--- src/rtl/icache_ctrl_pkg.sv ---
// Shared geometry, FSM encoding and address helper for the instruction cache.
package icache_ctrl_pkg;

  localparam int unsigned ADDR_W         = 16;
  localparam int unsigned DATA_W         = 16;
  localparam int unsigned TAG_W          = 7;
  localparam int unsigned INDEX_W        = 5;
  localparam int unsigned OFFSET_W       = 3;
  localparam int unsigned NUM_SETS       = 32;
  localparam int unsigned WORDS_PER_LINE = 8;

  typedef enum logic {
    IDLE = 1'b0,
    FILL = 1'b1
  } state_e;

  // Halfword-aligned byte address of one word within a line.
  function automatic logic [ADDR_W-1:0] word_addr(input logic [TAG_W-1:0]    tag,
                                                  input logic [INDEX_W-1:0]  idx,
                                                  input logic [OFFSET_W-1:0] off);
    return {tag, idx, off, 1'b0};
  endfunction

endpackage

--- src/rtl/icache_data_array.sv ---
// Instruction cache data storage: NUM_SETS x WORDS_PER_LINE words.
// Ports: clk; write port (we_i, wr_idx_i, wr_off_i, wr_data_i) sampled on
// the rising edge; asynchronous read port (rd_idx_i, rd_off_i -> rd_data_o).
// Contents are deliberately not reset; validity is tracked by the controller.
module icache_data_array
  import icache_ctrl_pkg::*;
(
  input  logic                clk,
  input  logic                we_i,
  input  logic [INDEX_W-1:0]  wr_idx_i,
  input  logic [OFFSET_W-1:0] wr_off_i,
  input  logic [DATA_W-1:0]   wr_data_i,
  input  logic [INDEX_W-1:0]  rd_idx_i,
  input  logic [OFFSET_W-1:0] rd_off_i,
  output logic [DATA_W-1:0]   rd_data_o
);

  localparam int unsigned DEPTH = NUM_SETS * WORDS_PER_LINE;

  logic [DATA_W-1:0] mem_q [DEPTH];

  // Single synchronous write port.
  always_ff @(posedge clk) begin
    if (we_i) begin
      mem_q[{wr_idx_i, wr_off_i}] <= wr_data_i;
    end
  end

  assign rd_data_o = mem_q[{rd_idx_i, rd_off_i}];

endmodule

--- src/rtl/icache_ctrl.sv ---
// Direct-mapped instruction cache controller (32 sets x 8 halfwords).
// Ports: clk, rst (sync, active-low); fetch side fetch_req/fetch_addr in,
// instr/instr_valid/stall out (combinational lookup result); memory side
// mem_req/mem_addr out, mem_data/mem_data_valid in (one word per request).
// Hits are answered in the same cycle; a miss stalls and fills the whole
// line word by word before the lookup is retried from IDLE.
module icache_ctrl
  import icache_ctrl_pkg::*;
(
  input  logic              clk,
  input  logic              rst,
  input  logic              fetch_req,
  input  logic [ADDR_W-1:0] fetch_addr,
  output logic [DATA_W-1:0] instr,
  output logic              instr_valid,
  output logic              stall,
  output logic              mem_req,
  output logic [ADDR_W-1:0] mem_addr,
  input  logic [DATA_W-1:0] mem_data,
  input  logic              mem_data_valid
);

  state_e                state_q;
  logic [TAG_W-1:0]      miss_tag_q;
  logic [INDEX_W-1:0]    miss_idx_q;
  logic [OFFSET_W-1:0]   cnt_q;
  logic [NUM_SETS-1:0]   valid_q;
  logic [TAG_W-1:0]      tag_q [NUM_SETS];

  logic [TAG_W-1:0]      f_tag;
  logic [INDEX_W-1:0]    f_idx;
  logic [OFFSET_W-1:0]   f_off;
  logic                  fetch_lsb_unused;
  logic                  lookup_hit;
  logic                  fill_ack;
  logic                  fill_last;
  logic [DATA_W-1:0]     rd_data;

  assign f_tag            = fetch_addr[15:9];
  assign f_idx            = fetch_addr[8:4];
  assign f_off            = fetch_addr[3:1];
  assign fetch_lsb_unused = fetch_addr[0];

  assign lookup_hit = (state_q == IDLE) && fetch_req && valid_q[f_idx] &&
                      (tag_q[f_idx] == f_tag);
  // Returned words only count while a request is actually outstanding.
  assign fill_ack   = (state_q == FILL) && mem_data_valid && rst;
  assign fill_last  = (cnt_q == OFFSET_W'(WORDS_PER_LINE - 1));

  assign instr       = rd_data;
  assign instr_valid = lookup_hit;
  assign stall       = (state_q == FILL) || (fetch_req && !lookup_hit);
  assign mem_req     = (state_q == FILL);
  assign mem_addr    = mem_req ? word_addr(miss_tag_q, miss_idx_q, cnt_q) : '0;

  // Control FSM: miss latch, word counter and line valid bits.
  always_ff @(posedge clk) begin
    if (!rst) begin
      state_q    <= IDLE;
      miss_tag_q <= '0;
      miss_idx_q <= '0;
      cnt_q      <= '0;
      valid_q    <= '0;
    end else begin
      case (state_q)
        IDLE: begin
          if (fetch_req && !lookup_hit) begin
            miss_tag_q <= f_tag;
            miss_idx_q <= f_idx;
            cnt_q      <= '0;
            state_q    <= FILL;
          end
        end
        FILL: begin
          if (mem_data_valid) begin
            cnt_q <= OFFSET_W'(cnt_q + 1'b1);
            if (fill_last) begin
              valid_q[miss_idx_q] <= 1'b1;
              state_q             <= IDLE;
            end
          end
        end
      endcase
    end
  end

  // Tag written only once the whole line has arrived; not reset.
  always_ff @(posedge clk) begin
    if (fill_ack && fill_last) begin
      tag_q[miss_idx_q] <= miss_tag_q;
    end
  end

  icache_data_array u_data (
    .clk       (clk),
    .we_i      (fill_ack),
    .wr_idx_i  (miss_idx_q),
    .wr_off_i  (cnt_q),
    .wr_data_i (mem_data),
    .rd_idx_i  (f_idx),
    .rd_off_i  (f_off),
    .rd_data_o (rd_data)
  );

endmodule

--- config.mk ---
export PLATFORM = sky130hd
export DESIGN_NAME = icache_ctrl
export DESIGN_NICKNAME = d
export VERILOG_FILES = /design/src/rtl/icache_ctrl_pkg.sv /design/src/rtl/icache_data_array.sv /design/src/rtl/icache_ctrl.sv
export SDC_FILE = /design/constraint.sdc
export NUM_CORES = 2
export LEC_CHECK = 0
export BUFFER_PORTS_ARGS = -buffer_cell sky130_fd_sc_hd__buf_2
export CAP_MARGIN = 10
export CORE_MARGIN = 10
export CORE_UTILIZATION = 45
export DETAILED_ROUTE_END_ITERATION = 10
export GPL_TIMING_DRIVEN = 0
export PLACE_DENSITY = 0.67
export SYNTH_ARGS = -nofsm -noshare
export SYNTH_HDL_FRONTEND = slang
export SYNTH_HIERARCHICAL = 1
export SYNTH_MEMORY_MAX_BITS = 65536
export SYNTH_SLANG_ARGS = --single-unit
export TNS_END_PERCENT = 30
--- constraint.sdc ---
create_clock -name clk -period 8.49 [get_ports clk]
set_input_delay 1.698 -clock clk [delete_from_list [all_inputs] [get_ports clk]]
set_output_delay 1.698 -clock clk [all_outputs]
set_load 0.05 [all_outputs]
==> run_results.csv <==
group,metric,value,unit
outcome,status,"complete, but fails checks",
outcome,violations,"max-capacitance violations, max-slew violations, negative setup slack",
timing,final_max_slew_viol_count,2,
logic_synthesis,synth_cell_types,64,
power_and_ir_drop,p_sw,9.98,mW
critical_path,cp_cell_sequence,"clkbuf_1, buf_1, clkbuf_2, clkbuf_1, o21ai_0, a22oi_1, nand4_1, nor4_2, buf_2",
logic_synthesis,synth-compound-area-share,3.64,%
floorplanning,die_w,633,um
clock_tree,tritoncts,"done",
layout,design_area,195000,um2
logic_synthesis,synthTopCellsByCount,"edfxtp_1, mux4_2, mux2i_1",
timing,worst_slack,-366,ps
logic_synthesis,synthAdderAreaFrac,0.0148,%
layout,fillers,28600,
route,totalWireLength,522000,um
timing,rsz0062_at_grt,"true",
route,drc_errors,0,
critical_path,worstPathArrival,7160,ps
critical_path,cp_top_family,"buffers and inverters",
route,viasPerCell,6.42,
logic_synthesis,synthArstFlopShare,0,%
clock_tree,clock_path_buffers,4,
logic_synthesis,synth-main-ff-cell,"edfxtp_1",
logic_synthesis,yosysMostFrequentCell,"edfxtp_1",
run,drv_cap,1,
power_and_ir_drop,p_leak,61.6,nW
critical_path,path_max_fanout,10,
power_and_ir_drop,combPwrFrac,6.0,%
timing,tightest_slew,1500,ps
global_route,grt_pass1_wl,711000,um
clock_tree,cts-root-buf,"clkbuf_16",
floorplanning,die_area,401000,um2
placement,port-buffer-count,63,
critical_path,end_kind,"output port",
logic_synthesis,ys_seq_elements,4368,
route,first_iter_violations,14700,
clock_tree,postCtsSetupRepairBufs,0,
clock_tree,htree_levels,5,
global_route,first_global_vias,87100,
layout,instances_no_fill,14100,
logic_synthesis,ys_seq_area_share,77.2,%
global_route,antenna_found_initial,30,
clock_tree,insertion_delay,1010,ps
logic_synthesis,syn_inst,7969,
logic_synthesis,synth_area_per_cell,21.2,um2
layout,postLayoutCoreUtil,51.9,%
logic_synthesis,synth.largest_area_cell,"edfxtp_1",
power_and_ir_drop,p_total,44.9,mW
power_and_ir_drop,p_clk_share,41.3,%
critical_path,path_class,"in2out",
timing,setup_viol,13,
logic_synthesis,synth_top_area_share,76.6,%
placement,dp.cells,13300,
global_route,grt_usage,25.4,%
global_route,gr-total-overflow,0,
route,ant_nets,0,
critical_path,slowest_stage,"clkbuf_1",
timing,finalSetupTns,-2080,ps
layout,drive_above_1_share,26.3,%
timing,min_period_over_period,104,%
critical_path,crit_path_frequent_cell,"clkbuf_1",
clock_tree,cts_num_sinks,4368,
placement,hpwl,357000,um
logic_synthesis,synth_nets,8007,
logic_synthesis,synth_edf_count,4320,
power_and_ir_drop,ir_drop,0.171,mV
power_and_ir_drop,seqPwrFrac,52.8,%
placement,gp_congestion,1.02,
timing,max_slew_margin,-1.02,%
critical_path,startpoint_type,"primary input",
route,wl_per_cell,37.1,um
layout,syn2layout_area_growth,15.0,%
clock_tree,clkSlewWorstSetupHoldPaths,50,ps
critical_path,max_stage_delay,840,ps
floorplanning,coreArea,375000,um2
floorplanning,fp.dieH,633,um
power_and_ir_drop,intPower,35.0,mW
min_path,min_path_type,"reg2reg",
floorplanning,ios,71,
power_and_ir_drop,p_sw_share,22.2,%
logic_synthesis,synth_mux_area_share,15.6,%
clock_tree,cts-buffers-inserted,430,
critical_path,worstPathRequired,6790,ps
logic_synthesis,synth_area,169000,um2
global_route,grt_max_degree,145,
timing,finalCriticalPeriod,8860,ps
floorplanning,start_util,45.1,%
logic_synthesis,synth-simple-area-share,1.84,%
floorplanning,rows,225,
timing,max_freq,0.113,GHz
logic_synthesis,synth_area_leaders,"edfxtp_1, mux4_2, mux2i_1",
layout,finalNetCount,8765,
power_and_ir_drop,power_density,231,nW/um2
placement,dpl-instance-area,181000,um2
route,first_pass_iters,7,
route,vias,90400,
logic_synthesis,synth_top_family_by_area,"multiplexers",
timing,hold_viol_final,0,
critical_path,crit_buf_inv,5,
timing,clock_skew,69.2,ps
logic_synthesis,synth_xor_area_share,0.0259,%
logic_synthesis,yosys_warnings,6,
[power groups by stage]
stage	logic [mW]	clock network [mW]	registers, mW
2_1_floorplan	1.23	0	24.2
3_3_place_gp	2.43	0	24.3
3_5_place_dp	2.58	0	24.2
4_1_cts	2.59	18.7	23.7
5_1_grt	2.71	19.5	23.7
6_report	2.67	18.5	23.7
[repair_timing]
item,4_1_cts,5_1_grt
resized for setup,10,5
hold buffers,0,0
gates cloned,0,0
endpoints found under the setup margin,14,7
[logic make-up (layout without fill, tap and decap cells)]
group                    after synthesis  count (layout)
multiplexers                        1557            1557
AND/OR/NAND/NOR                      684             684
buffers and inverters                494            1600
XOR/XNOR                               5               5
AO/OA/AOI/OAI                        858             858
other                                  1              16
adder cells (fa/ha/maj)                2               2
flip-flops                          4368            4368
[routing by layer]
| layer | vias up | global-route usage [%] | wire (um) |
|---|---|---|---|
| met4 | 24 | 14.3 | 35600 |
| met1 | 47500 | 33.6 | 187000 |
| met3 | 1270 | 6.59 | 63800 |
| li1 | 35300 | - | - |
| met5 | - | 0 | 180 |
| met2 | 6315 | 38.5 | 236000 |
[flip-flops by register name, indices dropped and copies added, names as in the netlist]
name,cells
cnt_q,3
mem_req,1
miss_idx_q,5
miss_tag_q,7
tag_q,224
u_data/mem_q,4096
valid_q,32
[stage by stage]
stage                     hold WS (ps)  setup WS, ps
after floorplan                    421          2000
after global placement             428         -2900
after detailed placement           436          -683
after CTS                          453         0.210
after global routing               464         -32.7
final                              453          -366
[placed cells by master, fill, tap and decap left out, types with 32 or more instances in the layout]
cell / Yosys / layout
clkbuf_16: 0 / 435
buf_2: 85 / 136
mux4_2: 853 / 853
buf_8: 11 / 165
a221oi_1: 32 / 32
o22ai_1: 158 / 158
clkinv_1: 0 / 102
a21o_1: 35 / 35
dfxtp_1: 48 / 47
nor2_2: 0 / 238
buf_16: 0 / 47
a21oi_1: 177 / 177
a22oi_1: 48 / 48
clkbuf_1: 245 / 310
nor3_1: 93 / 92
nand2_1: 77 / 77
nor2_1: 342 / 104
o21ai_0: 41 / 41
edfxtp_1: 4320 / 4320
a22o_1: 33 / 33
nand3_1: 47 / 47
mux2_2: 96 / 96
mux2i_1: 608 / 608
clkinv_2: 0 / 72
buf_4: 30 / 54
o221ai_1: 252 / 252
bufinv_16: 0 / 34
buf_6: 82 / 113
[path summary, 6_finish.rpt]
path | from | end | slack [ps] | cells past startpoint
hold / removal | valid_q[13] | valid_q[13] | 450 | 1
setup reg to reg | miss_idx_q[0] | u_data/mem_q[63][7] | 3570 | 7
setup / recovery | fetch_addr[5] | instr[1] | -370 | 9
hold reg to reg | valid_q[13] | valid_q[13] | 450 | 1
[area by class of cell]
type | count | area (um2) | area share (%)
Sequential cell | 4368 | 131000 | 67.1
Multi-Input combinational cell | 3107 | 36500 | 18.8
Clock buffer | 528 | 11200 | 5.77
Tap cell | 4994 | 6250 | 3.21
Timing Repair Buffer | 327 | 4740 | 2.43
Buffer | 485 | 2910 | 1.49
Clock inverter | 252 | 2360 | 1.21
Antenna cell | 15 | 37.5 | 0.0193
Inverter | 8 | 30.0 | 0.0154
[worst reg2reg max path: cells and delay by family (launching register included)]
kind,cells,cell delay [ps]
DFF,1,600
and+or+nand+nor,3,2370
buffers and inverters,4,1530
Note: power is estimated with default switching activity, not from simulation.
